## config.mk

```make
export PLATFORM = sky130hd
export DESIGN_NAME = dmem_responder
export DESIGN_NICKNAME = d
export VERILOG_FILES = /design/src/rtl/dmem_pkg.sv /design/src/rtl/dmem_array.sv /design/src/rtl/dmem_responder.sv
export SDC_FILE = /design/constraint.sdc
export NUM_CORES = 2
export LEC_CHECK = 0
export ABC_AREA = 1
export BUFFER_PORTS_ARGS = -buffer_cell sky130_fd_sc_hd__buf_2
export CAP_MARGIN = 20
export CORE_ASPECT_RATIO = 1.2
export CORE_MARGIN = 4
export CORE_UTILIZATION = 39
export CTS_CLUSTER_DIAMETER = 60
export DETAILED_ROUTE_END_ITERATION = 10
export PLACE_DENSITY = 0.63
export SLEW_MARGIN = 10
export SYNTH_ARGS = -nofsm -noshare
export SYNTH_HDL_FRONTEND = slang
export SYNTH_SLANG_ARGS = --single-unit
```

## constraint.sdc

```tcl
create_clock -name clk -period 3.9 [get_ports clk]
set_input_delay 0.39 -clock clk [delete_from_list [all_inputs] [get_ports clk]]
set_output_delay 0.39 -clock clk [all_outputs]
set_load 0.02 [all_outputs]
```

## src/rtl/dmem_pkg.sv

```systemverilog
// dmem_pkg: shared types and widths for the multi-cycle data memory responder
package dmem_pkg;
    localparam int WORD_W = 32;
    localparam int CNT_W  = 4;
    typedef enum logic [1:0] {IDLE, BUSY, RESP} state_t;
endpackage

```

## src/rtl/dmem_array.sv

```systemverilog
// dmem_array: DEPTH x WORD_W storage, synchronous write, registered read
// Ports: clk, reset (async active-low, clears only the read register),
//        we/wdata (write strobe and data), re (load read register),
//        rd_ok (0 forces a zero read), addr (word index), rdata (held read result)
module dmem_array
    import dmem_pkg::*;
#(
    parameter int DEPTH = 64,
    parameter int AW    = 6
) (
    input  logic              clk,
    input  logic              reset,
    input  logic              we,
    input  logic              re,
    input  logic              rd_ok,
    input  logic [AW-1:0]     addr,
    input  logic [WORD_W-1:0] wdata,
    output logic [WORD_W-1:0] rdata
);
    logic [WORD_W-1:0] mem [DEPTH];

    always_ff @(posedge clk) begin
        if (we) mem[addr] <= wdata;
    end

    always_ff @(posedge clk or negedge reset) begin
        if (!reset) rdata <= '0;
        else if (re) rdata <= rd_ok ? mem[addr] : '0;
    end
endmodule

```

## src/rtl/dmem_responder.sv

```systemverilog
// dmem_responder: multi-cycle data memory with ready/request handshake and WAIT wait states
// Ports: clk, reset (async active-low), MemReq/MemWrite/Addr/WriteData (request, captured
//        while MemReady=1), MemReady (idle), MemDone (one-cycle completion pulse),
//        ReadData (held read result), MemErr (error, valid with MemDone)
// Build option: DMEM_MISALIGN_ERR_EN flags misaligned and out-of-range accesses on MemErr
// and suppresses misaligned accesses; when undefined Addr[1:0] is ignored and MemErr is 0.
module dmem_responder
    import dmem_pkg::*;
#(
    parameter int DEPTH = 64,
    parameter int WAIT  = 2
) (
    input  logic              clk,
    input  logic              reset,
    input  logic              MemReq,
    input  logic              MemWrite,
    input  logic [WORD_W-1:0] Addr,
    input  logic [WORD_W-1:0] WriteData,
    output logic              MemReady,
    output logic              MemDone,
    output logic [WORD_W-1:0] ReadData,
    output logic              MemErr
);
    localparam int AW = (DEPTH > 1) ? $clog2(DEPTH) : 1;

    state_t            state, state_d;
    logic [CNT_W-1:0]  cnt;
    logic [WORD_W-1:0] addr_q, wdata_q;
    logic              we_q, access, in_range, bad;

    always_ff @(posedge clk or negedge reset) begin
        if (!reset) state <= IDLE;
        else state <= state_d;
    end

    always_comb begin
        state_d  = IDLE;
        access   = 1'b0;
        MemReady = 1'b0;
        MemDone  = 1'b0;
        state_d  = state == IDLE ? (MemReq ? BUSY : IDLE) :
                   state == BUSY ? (cnt == '0 ? RESP : BUSY) : IDLE;
        access   = state == BUSY && cnt == '0;
        MemReady = state == IDLE;
        MemDone  = state == RESP;
    end

    always_ff @(posedge clk or negedge reset) begin
        if (!reset) begin
            cnt     <= '0;
            addr_q  <= '0;
            wdata_q <= '0;
            we_q    <= 1'b0;
        end else if (state == IDLE && MemReq) begin
            cnt     <= CNT_W'(WAIT);
            addr_q  <= Addr;
            wdata_q <= WriteData;
            we_q    <= MemWrite;
        end else if (state == BUSY && cnt != '0) begin
            cnt <= cnt - 1'b1;
        end
    end

    assign in_range = {2'b00, addr_q[WORD_W-1:2]} < 32'(DEPTH);

`ifdef DMEM_MISALIGN_ERR_EN
    logic err_q;
    assign bad = !in_range || addr_q[1:0] != 2'b00;
    always_ff @(posedge clk or negedge reset) begin
        if (!reset) err_q <= 1'b0;
        else if (access) err_q <= bad;
    end
    assign MemErr = state == RESP && err_q;
`else
    logic unused_lsb;
    assign unused_lsb = ^addr_q[1:0];
    assign bad        = !in_range;
    assign MemErr     = 1'b0;
`endif

    dmem_array #(.DEPTH(DEPTH), .AW(AW)) u_array (
        .clk   (clk),
        .reset (reset),
        .we    (access && we_q && !bad),
        .re    (access && !we_q),
        .rd_ok (!bad),
        .addr  (addr_q[AW+1:2]),
        .wdata (wdata_q),
        .rdata (ReadData)
    );
endmodule

```

==> reports/metrics.yaml <==
power_and_ir_drop:
  seqPwrFrac_pct: 43.6
  swShare_pct: 36.8
  power.switching_mw: 26.0
  power.internal_mw: 44.5
  comb_power_share_pct: 29.2
  power_mw: 70.5
  leakage_nw: 40.9
  power_density_nw_per_um2: 696
  clockPowerShare_pct: 27.2
  peakVddDrop_mv: 0.559
sta:
  final.setup.worst_slack_ns: 0.507
  fin_crit_sh_pct: 87.0
  tightest_slew_ns: 1.17
  drv_slew: 0
  finalClockSkew_ns: 0.0424
  finalSetupTns_ns: 0
  period_minus_slack_ns: 3.39
  hold_viol: 0
  rsz0062_at_grt: "false"
  max_freq_ghz: 0.295
  slew_headroom_pct: 22.1
  setup_viol: 0
global_route:
  grt_use_total_pct: 20.5
  grt_pass1_wl_mm: 361
  grt_pass1_vias: 56500
  grt_overflow_total: 0
  antenna_found_initial: 7
  grt_max_degree: 175
routing:
  dr.pass1.iters: 8
  routedWlPerCell_um: 21.0
  num_vias: 58900
  drc_errors: 0
  drtIter0Drc: 6146
  vias_per_cell: 5.05
  routed_wl_mm: 245
  antenna_left: 0
run_status:
  status: "finished clean"
synthesis:
  synth_top_cell_by_area: "edfxtp_1"
  synth-edff-count: 2048
  synth_warnings: 0
  yosys_register_bits: 2149
  synthDominantCellAreaShare_pct: 69.2
  syn_area_um2: 88800
  synthTopCellsByArea: "edfxtp_1 69%, nand2_1 15%, inv_1 3.2%, nand3_1 3.1%, dfrtp_1 2.8%"
  synth_common_cells: "3,571 x nand2_1, 2,048 x edfxtp_1, 756 x inv_1"
  syn_inst: 8298
  netlist-cell-type-count: 31
  synth-seq-area-share_pct: 72.1
  syn_nets: 8368
  async_flop_share_pct: 4.70
  synthFlopType: "edfxtp_1"
  syn_avg_cell_area_um2: 10.7
  synth_most_common_cell: "nand2_1"
cells_and_area:
  final_cells: 11700
  nNetsFinal: 8562
  area_growth_pct: 14.1
  utilization_pct: 44.8
  drive_above_1_share_pct: 8.54
worst_hold_path:
  hp-class: "input port to async pin"
placed_design:
  place.gp.congestion: 0.838
  hpwlAfterDp_mm: 140
  io_buffers: 99
  dp_cells: 11200
  place_ws_ns: 0.591
setup_path:
  cp_num_buf_inv: 3
  reg2reg_from: "cnt[0]"
  worstRegToRegCells: 10
  startpoint_type: "flip-flop"
  crit_slowest_cell: "nor2_4"
  reg2reg_to: "u_array.mem[20][18]"
  crit_arrival_ns: 3.92
  end_kind: "flip-flop"
  cpMostUsedCell: "nand2_1"
  crit_required_ns: 4.43
  worstPathCellList: "inv_1 > ha_1 > nand3_1 > nor3_2 > nand2_1 > nor2_1 > buf_4 > nand2_1 > nor2_4 > buf_12"
  cpPeakStageDelay_ns: 0.69
  r2r_setup_slack_ns: 0.51
  crit_type: "flip-flop to flip-flop"
  crit_fanout: 20
  crit_family: "simple AND/OR/NAND/NOR gates"
cts:
  cts.clk_slew.worst_paths_ns: 0.06
  holdBufCountCts: 64
  cts_setup_buffers: 0
  clkSinkCount: 2149
  cts_root_buf: "clkbuf_16"
  clock_latency_ns: 0.86
  cts_buffer_depth: 3
  cts_tree: "yes"
  htreeDepth: 4
  cts_buffers: 201
  cts_resized: 0
die:
  io_pins: 103
  fp-row-count: 191
  die_y_um: 531
  dieWidth_um: 444
  core_area_um2: 226000
  initial_core_util_pct: 39.3
  dieArea_um2: 235000
run:
  maxCapViolCount: 0
-- state kept, by name, summed over array words and instances (netlist names) --
name           cells
u_array.mem     2048
cnt                4
state              2
u_array.rdata     32
we_q               1
addr_q            30
wdata_q           32
-- stage by stage --
stage	instance area (um2)	hold slack, ns
2_1_floorplan	88800	0.0944
3_3_place_gp	94200	0.453
3_5_place_dp	94200	0.461
4_1_cts	101000	0.0828
5_1_grt	101000	0.126
6_report	101000	0.123
-- kinds of logic (layout without fill, tap and decap cells) --
family,after synthesis,in the layout,synth area share (%)
and+or+nand+nor,4701,4701,21.0
DFF,2149,2149,72.1
buffers and inverters,1176,1545,5.34
AOI/OAI and AO/OA,269,269,1.55
adders and majority gates,2,2,0.0282
other,1,2,0.00422
-- worst max path at each step --
stage | start | to | slack [ns] | cells after the start
after floorplan | cnt[0] | u_array.mem[0][0] | 0.56 | 8
after global placement | cnt[0] | u_array.mem[20][20] | 0.60 | 10
after detailed placement | cnt[0] | u_array.mem[20][20] | 0.59 | 10
after CTS | cnt[0] | u_array.mem[20][22] | 0.56 | 10
after global routing | cnt[0] | u_array.mem[20][18] | 0.35 | 10
final | cnt[0] | u_array.mem[20][18] | 0.51 | 10
-- final cells by class --
type | count | area [um2]
Sequential cell | 2149 | 64100
Clock inverter | 89 | 793
Inverter | 769 | 2920
Fill cell | 20500 | 125000
Antenna cell | 1 | 2.50
Tap cell | 2991 | 3740
Timing Repair Buffer | 398 | 3590
Multi-Input combinational cell | 4973 | 20600
Clock buffer | 289 | 5630
-- cell usage in the layout, fill, tap and decap left out, drive strengths merged, types with 96 or more instances in the layout --
master  instances
clkbuf        289
o21ai         215
buf           334
edfxtp       2048
dfrtp         101
nand3         542
nand4          96
nor2          461
nand2        3572
inv           777
-- power by group through the flow --
stage	Clock (mW)	Sequential, mW	Combinational [mW]
finish	19.2	30.7	20.6
global route	20.4	30.8	22.8
CTS	19.4	30.9	20.3
detailed placement	0	31.4	20.1
global placement	0	31.4	19.8
floorplan	0	30.8	12.2
-- metal layers --
layer	vias up	part of all wire, %	GRT usage, %
met5	-	0.0033	0
met4	2	4.0	8.07
met3	485	7.5	3.24
met2	2347	49	35.3
met1	28600	39	26.0
li1	27500	-	-
Note: power is estimated with default switching activity, not from simulation.
